$ cat src/rtl/btb_pkg.sv
// Shared types and sizing for the BTB update controller and its update FIFO.
package btb_pkg;

  localparam int BTB_INDEX_BITS = 6;
  localparam int BTB_SIZE       = 1 << BTB_INDEX_BITS;

  typedef struct packed {
    logic [31:0] pc;
    logic [31:0] target;
    logic        taken;
  } btb_upd_t;

  typedef enum logic {
    RUN   = 1'b0,
    FLUSH = 1'b1
  } btb_ctrl_state_t;

endpackage

$ cat src/rtl/btb_upd_fifo.sv
// Small circular FIFO of pending BTB updates with synchronous clear and
// in-place overwrite of the youngest entry's target/direction.
module btb_upd_fifo
  import btb_pkg::*;
#(
  parameter int DEPTH = 4,
  localparam int PTR_W = $clog2(DEPTH),
  localparam int CNT_W = PTR_W + 1
) (
  input  logic             clk,
  input  logic             rst_n,
  input  logic             push,
  input  btb_upd_t         push_data,
  input  logic             pop,
  input  logic             clear,
  input  logic             ovr,
  output logic             full,
  output logic             empty,
  output logic [CNT_W-1:0] count,
  output btb_upd_t         head,
  output logic [31:0]      tail_pc
);

  btb_upd_t mem [DEPTH];

  logic [PTR_W-1:0] wr_ptr_q;
  logic [PTR_W-1:0] rd_ptr_q;
  logic [CNT_W-1:0] count_q;
  logic [PTR_W-1:0] tail_ptr;

  // DEPTH is a power of two, so the pointer wraps naturally.
  assign tail_ptr = wr_ptr_q - PTR_W'(1);

  assign full    = (count_q == CNT_W'(DEPTH));
  assign empty   = (count_q == '0);
  assign count   = count_q;
  assign head    = mem[rd_ptr_q];
  assign tail_pc = mem[tail_ptr].pc;

  // Entry storage carries no reset; validity is tracked by the pointers alone.
  always_ff @(posedge clk) begin
    if (push && !clear) begin
      mem[wr_ptr_q] <= push_data;
    end
    if (ovr && !clear) begin
      mem[tail_ptr].target <= push_data.target;
      mem[tail_ptr].taken  <= push_data.taken;
    end
  end

  always_ff @(posedge clk or negedge rst_n) begin
    if (!rst_n) begin
      wr_ptr_q <= '0;
      rd_ptr_q <= '0;
      count_q  <= '0;
    end else if (clear) begin
      wr_ptr_q <= '0;
      rd_ptr_q <= '0;
      count_q  <= '0;
    end else begin
      if (push) begin
        wr_ptr_q <= wr_ptr_q + PTR_W'(1);
      end
      if (pop) begin
        rd_ptr_q <= rd_ptr_q + PTR_W'(1);
      end
      case ({push, pop})
        2'b10:   count_q <= count_q + CNT_W'(1);
        2'b01:   count_q <= count_q - CNT_W'(1);
        default: count_q <= count_q;
      endcase
    end
  end

endmodule

$ cat src/rtl/btb_update_ctrl.sv
// BTB update-port sequencer: drains queued branch resolutions one per cycle and
// runs a full-index invalidation walk on flush. Optional: BTB_UPD_COALESCE_EN.
module btb_update_ctrl
  import btb_pkg::*;
#(
  parameter int DEPTH      = 4,
  parameter int INDEX_BITS = BTB_INDEX_BITS
) (
  input  logic        clk,
  input  logic        rst_n,
  input  logic        res_valid,
  output logic        res_ready,
  input  logic [31:0] res_pc,
  input  logic [31:0] res_target,
  input  logic        res_taken,
  input  logic        flush_req,
  output logic        flush_busy,
  output logic        flush_done,
  output logic        lookup_block,
  output logic        upd_en,
  output logic [31:0] upd_pc,
  output logic [31:0] upd_target,
  output logic        upd_taken,
  output logic        upd_inval
);

  localparam int CNT_W = $clog2(DEPTH) + 1;

  btb_ctrl_state_t state_q, state_d;
  logic [INDEX_BITS-1:0] idx_q, idx_d;
  logic done_q, done_d;

  logic             is_run;
  logic             accept;
  logic             fifo_push;
  logic             fifo_pop;
  logic             fifo_clear;
  logic             fifo_ovr;
  logic             fifo_full;
  logic             fifo_empty;
  logic [CNT_W-1:0] fifo_count;
  btb_upd_t         fifo_head;
  btb_upd_t         push_data;
  logic [31:0]      tail_pc;

  assign is_run     = (state_q == RUN);
  assign res_ready  = is_run && !fifo_full;
  assign fifo_clear = is_run && flush_req;
  assign fifo_pop   = is_run && !fifo_empty;
  // A push landing in the same cycle as a flush request is dropped.
  assign accept     = res_valid && res_ready && !flush_req;

`ifdef BTB_UPD_COALESCE_EN
  // With two or more queued, the tail is never the entry being popped.
  assign fifo_ovr = accept && (fifo_count >= CNT_W'(2)) && (res_pc == tail_pc);
`else
  logic tail_unused;
  assign fifo_ovr    = 1'b0;
  assign tail_unused = ^{tail_pc, fifo_count};
`endif

  assign fifo_push = accept && !fifo_ovr;
  assign push_data = '{pc: res_pc, target: res_target, taken: res_taken};

  btb_upd_fifo #(
    .DEPTH (DEPTH)
  ) u_fifo (
    .clk       (clk),
    .rst_n     (rst_n),
    .push      (fifo_push),
    .push_data (push_data),
    .pop       (fifo_pop),
    .clear     (fifo_clear),
    .ovr       (fifo_ovr),
    .full      (fifo_full),
    .empty     (fifo_empty),
    .count     (fifo_count),
    .head      (fifo_head),
    .tail_pc   (tail_pc)
  );

  always_ff @(posedge clk or negedge rst_n) begin
    if (!rst_n) begin
      state_q <= RUN;
      idx_q   <= '0;
      done_q  <= 1'b0;
    end else begin
      state_q <= state_d;
      idx_q   <= idx_d;
      done_q  <= done_d;
    end
  end

  always_comb begin
    state_d = state_q;
    idx_d   = idx_q;
    done_d  = 1'b0;
    case (state_q)
      RUN: begin
        if (flush_req) begin
          state_d = FLUSH;
          idx_d   = '0;
        end
      end
      FLUSH: begin
        idx_d = idx_q + INDEX_BITS'(1);
        if (idx_q == {INDEX_BITS{1'b1}}) begin
          state_d = RUN;
          done_d  = 1'b1;
        end
      end
      default: state_d = RUN;
    endcase
  end

  // Write-port mux: walk invalidation wins over queued updates.
  always_comb begin
    upd_en     = 1'b0;
    upd_inval  = 1'b0;
    upd_pc     = '0;
    upd_target = '0;
    upd_taken  = 1'b0;
    if (state_q == FLUSH) begin
      upd_en    = 1'b1;
      upd_inval = 1'b1;
      upd_pc    = 32'({idx_q, 2'b00});
    end else if (!fifo_empty) begin
      upd_en     = 1'b1;
      upd_pc     = fifo_head.pc;
      upd_target = fifo_head.target;
      upd_taken  = fifo_head.taken;
    end
  end

  assign flush_busy   = (state_q == FLUSH);
  assign lookup_block = (state_q == FLUSH);
  assign flush_done   = done_q;

endmodule

$ cat config.mk
export PLATFORM = sky130hd
export DESIGN_NAME = btb_update_ctrl
export DESIGN_NICKNAME = d
export VERILOG_FILES = /design/src/rtl/btb_pkg.sv /design/src/rtl/btb_upd_fifo.sv /design/src/rtl/btb_update_ctrl.sv
export SDC_FILE = /design/constraint.sdc
export NUM_CORES = 1
export LEC_CHECK = 0
export BUFFER_PORTS_ARGS = -buffer_cell sky130_fd_sc_hd__buf_2
export CAP_MARGIN = 15
export CELL_PAD_IN_SITES_DETAIL_PLACEMENT = 1
export CELL_PAD_IN_SITES_GLOBAL_PLACEMENT = 2
export CORE_MARGIN = 2
export CORE_UTILIZATION = 43
export CTS_CLUSTER_SIZE = 8
export DETAILED_ROUTE_END_ITERATION = 16
export GPL_TIMING_DRIVEN = 0
export MAX_ROUTING_LAYER = met4
export PLACE_DENSITY = 0.76
export REMOVE_ABC_BUFFERS = 1
export SKIP_CTS_REPAIR_TIMING = 1
export SLEW_MARGIN = 30
export SYNTH_ARGS = -nofsm -noshare
export SYNTH_HDL_FRONTEND = slang
export SYNTH_HIERARCHICAL = 1
export SYNTH_SLANG_ARGS = --single-unit
export TNS_END_PERCENT = 100
$ cat constraint.sdc
create_clock -name clk -period 3.6 [get_ports clk]
set_input_delay 0.18 -clock clk [delete_from_list [all_inputs] [get_ports clk]]
set_output_delay 0.18 -clock clk [all_outputs]
set_load 0.02 [all_outputs]
Word level (Yosys, flattened, before mapping)
Memories as Yosys holds them, arrays and structs flattened.
Cells that the tools add are included.
{"block": "totals", "register_bits": 15, "latchBits": 0, "mem_bits_rw": 260, "romBits": 0, "n_memories": 1}
{"memory": "u_fifo.mem", "depth": 4, "word_bits": 65, "rd": 1, "rd_clocked_by_memory_dff": 0, "write_ports": 1, "line": "btb_upd_fifo.sv:24", "source": "btb_upd_t mem [DEPTH];"}
{"block": "classes", "addsub": 5, "multipliers": 0, "div": 0, "magnitude_cmp": 0, "n_eq_ne": 5, "shift": 0, "muxes": 24, "n_bitwise": 1, "n_reduce_logical": 14}
{"cell": "32-bit two-way mux", "count": 4}
{"cell": "6-bit one-hot mux with 2 select lines", "count": 1}
{"cell": "1-bit two-way mux", "count": 11}
{"cell": "2-bit two-way mux", "count": 4}
{"cell": "6-bit by 1-bit adder with 6-bit output, second input constant", "count": 1}
{"cell": "6-bit == test, second input constant", "count": 1}
{"cell": "1-bit logical AND", "count": 6}
{"cell": "6-bit two-way mux", "count": 1}
{"cell": "3-bit one-hot mux with 2 select lines", "count": 1}
{"cell": "2-bit by 1-bit adder with 2-bit output, second input constant", "count": 2}
{"cell": "1-bit zero test", "count": 4}
{"cell": "2-bit nonzero test", "count": 2}
{"cell": "3-bit by 1-bit adder with 3-bit output, second input constant", "count": 1}
{"cell": "3-bit == test, second input constant", "count": 1}
{"cell": "3-bit zero test", "count": 1}
{"cell": "3-bit two-way mux", "count": 1}
{"cell": "3-bit nonzero test", "count": 1}
{"cell": "3-bit by 1-bit subtractor with 3-bit output, second input constant", "count": 1}
{"cell": "2-bit by 1-bit == test with 1-bit output, second input constant", "count": 1}
{"cell": "2-bit == test, second input constant", "count": 1}
{"cell": "2-bit inequality test, second input constant", "count": 1}
{"cell": "1-bit one-hot mux with 2 select lines", "count": 1}
{"cell": "1-bit inverter", "count": 1}

Longest topological paths before layout
{"block": "logic_depth", "ltp_word": 8, "depth_mapped": 8, "ltp_nobuf": 7}

By module
The synthesis kept the hierarchy.
{"module": "btb_upd_fifo", "instances": 1, "cells_each": 613, "area_per_inst_um2": 11474.8, "seq_area_each_um2": 7982.7}
{"module": "btb_update_ctrl", "instances": 1, "cells_each": 115, "area_per_inst_um2": 915.9, "seq_area_each_um2": 200.2}

Worst setup path before layout
OpenSTA, ideal clock, no wires.
{"block": "synth_timing", "kind": "reg-to-reg", "start": "register state_q (netlist: flush_busy)", "end": "memory u_fifo/mem[2][0] in the netlist's numbering (enable)", "setup_ps": 423, "t_arrival_ps": 2985, "required_ps": 3177, "slack_ps": 192, "stages_incl_launch_ff": 7, "synth_period_minus_slack_ps": 3408, "path_cell_list": "dfrtp_1 > buf_6 > nor4b_1 > buf_2 > a22oi_2 > buf_2 > nor2_1"}
{"block": "synth_between", "elab_chain_len": 7, "word_cells_on_any_way": 9, "cone_classes": "mux: 2; bitwise: 1; reduce/logical: 6"}
{"element": "start: declaration", "line": "btb_update_ctrl.sv:29", "source": "btb_ctrl_state_t state_q, state_d;"}
{"element": "start signal: assignment", "line": "btb_update_ctrl.sv:88", "source": "state_q <= state_d;"}
{"element": "1-bit inverter"}
{"element": "1-bit logical AND", "line": "btb_update_ctrl.sv:47", "source": "assign res_ready = is_run && !fifo_full;"}
{"element": "1-bit logical AND (2 in series)", "line": "btb_update_ctrl.sv:51", "source": "assign accept = res_valid && res_ready && !flush_req;"}
{"element": "net accept", "line": "btb_update_ctrl.sv:34", "source": "logic accept;"}
{"element": "1-bit logical AND", "line": "btb_upd_fifo.sv:42", "source": "if (push && !clear) begin"}
{"element": "1-bit two-way mux", "line": "btb_upd_fifo.sv:42"}
{"element": "1-bit two-way mux (implied by the code)", "line": "btb_upd_fifo.sv:43", "source": "mem[wr_ptr_q] <= push_data;"}
{"element": "end: declaration", "line": "btb_upd_fifo.sv:24"}
The timed path passes the listed nets, and every way through them passes these cells.

Worst setup path after layout
{"block": "layout_timing", "start": "register state_q (netlist: flush_busy)", "end": "memory u_fifo/mem[2][3] in the netlist's numbering (enable)"}
Same word-level chain as after synthesis.

==> impl_metrics.toml <==
[setup_path]
start_kind = "flop"
crit_path_top_delay_cell = "dfrtp_1"
cp_cell_sequence = "nor4b_4, buf_2, a22oi_2, buf_6, buf_8, nor2_4, buf_16"
path_max_fanout = 24
cpPeakStageDelay_ns = 0.70
end_kind = "flop"
cp.required_ns = 3.80
crit_type = "flop to flop"
arrival_ns = 3.51
r2r_start = "flush_busy$_DFF_PN0_"
cp-startpoint = "flush_busy$_DFF_PN0_"

[floorplan]
die_h_um = 169
initial_core_util = 0.435
dieArea_mm2 = 0.0284
core_area_mm2 = 0.0268
pin_count = 140
die_w_um = 169
rows = 60

[sta]
slew_viol_final = 0
rsz0062_at_grt = "false"
min_period_ns = 3.31
hold_viol = 0
worst_slew_pin_slew_ns = 0.884
slew_headroom = 0.411
skew_ns = 0.0123
max_freq_ghz = 0.302
fin_crit_sh = 0.920
finalSetupViolCount = 0

[global_routing]
grt_pass1_wl_mm = 42.5
antenna_found_initial = 4
grt_remaining_overflow = 0
grt_max_degree = 37
grt_util_all_layers = 0.204
grt_pass1_vias = 7284

[synth]
avgSynthCellArea_um2 = 16.8
yosys_warnings = 6
synthCells = 692
syn_area_mm2 = 0.0116

[finish]
fin_nets = 969
synthToLayoutAreaGrowth_pct = 24.3
mostFrequentLayoutCells = "edfxtp_1 (260), nor2_1 (142), buf_2 (140), mux4_2 (65), and2_1 (59)"
fillers = 2561
layout_commonest_cell = "edfxtp_1"
fin_cells = 1247
drive_gt1_frac = 0.330

[detailed_routing]
drc_errors = 0
drt_iter0_markers = 449
viasPerCell = 5.32
drt_pass1_iterations = 4
wl_per_cell_um = 22.2
routed_wl_mm = 27.7
postRouteAntennaNets = 0
dr_total_vias = 6635

[flow_run]
maxCapViolCount = 0

[clock_network]
tritoncts = "done"
clk_latency_ns = 0.51
cts-buffers-inserted = 40
clockBufferDepth = 3
clk_pin_slew_ns = 0.05
clock_sinks = 275
clock-root-buffer = "clkbuf_16"
cts.htree.levels = 2

[hold_path]
min_path_type = "input port to flop"
worstHoldStart = "flush_req"

[pwr]
ir_drop_mv = 0.316
power.leakage_nw = 5.29
p_total_mw = 9.70
powerDensity_mw_per_mm2 = 670

[place]
dp_cells = 1156
gp_congestion = 0.682
hpwl_mm = 17.1
port_buffers = 139

[outcome]
status = "finished, final reports clean"
power by group:
part           internal [mW]  leakage [nW]  switching [mW]
Sequential              3.93          2.55           0.285
Combinational           1.11          2.22            1.09
Clock                   2.02         0.523            1.26
Total                   7.07          5.29            2.64
stage by stage:
step                hold slack (ns)  setup TNS, ns  area [µm²]   util  setup WS, ns
floorplan                    -0.116        -216.19       11300      -         -1.44
global placement              0.112        -873.22       12400  0.464         -3.95
detailed placement            0.124         -0.339       13000  0.485       -0.0210
CTS                          -0.412         -0.889       14100  0.526       -0.0565
global route                 0.0138              0       14500  0.540        0.0198
finish                      0.00749              0       14500  0.540         0.288
worst max-delay path: cells and delay by family, from the launching register on:
| family | cells | cell delay, ns |
|---|---|---|
| and+or+nand+nor | 2 | 1.16 |
| buffers and inverters | 4 | 0.89 |
| DFF | 1 | 0.70 |
| AOI/OAI and AO/OA | 1 | 0.21 |
per-layer routing:
metal  wire length, µm  part of all wire  track usage
met5                 0                 0            -
met4               403             0.015       0.0476
met3              1530             0.055       0.0414
met2             14300              0.52        0.351
met1             11500              0.41        0.250
layout make-up:
type / instances / area, µm² / area share
tap: 341 / 427 / 0.0295
antenna: 4 / 10.0 / 0.000692
timing repair buffer: 204 / 1590 / 0.110
clock buffer: 48 / 1050 / 0.0727
inverter: 3 / 11.3 / 0.000778
multi-input combinational: 369 / 3170 / 0.219
sequential: 275 / 8190 / 0.566
clock inverter: 3 / 25.0 / 0.00173
state kept, by name (all words and copies together), names as in the netlist:
register / flops
flush_busy: 1
idx_q: 6
u_fifo/count: 3
u_fifo/mem: 260
u_fifo/wr_ptr_q: 2
u_fifo/rd_ptr_q: 2
flush_done: 1
worst paths after layout:
path                                                        to  slack, ns  depth (start not counted)
worst max-delay path                u_fifo/mem[2][3]$_DFFE_PP_       0.29                          7
worst min register to register            idx_q[5]$_DFFE_PN0P_       0.52                          1
max in group asynchronous       u_fifo/rd_ptr_q[1]$_DFFE_PN0P_       3.15                          2
worst max register to register      u_fifo/mem[2][3]$_DFFE_PP_       0.29                          7
worst min-delay path                      idx_q[1]$_DFFE_PN0P_      0.007                          2
min in group asynchronous                 idx_q[2]$_DFFE_PN0P_       0.13                          2
Note: power is estimated with default switching activity, not from simulation.
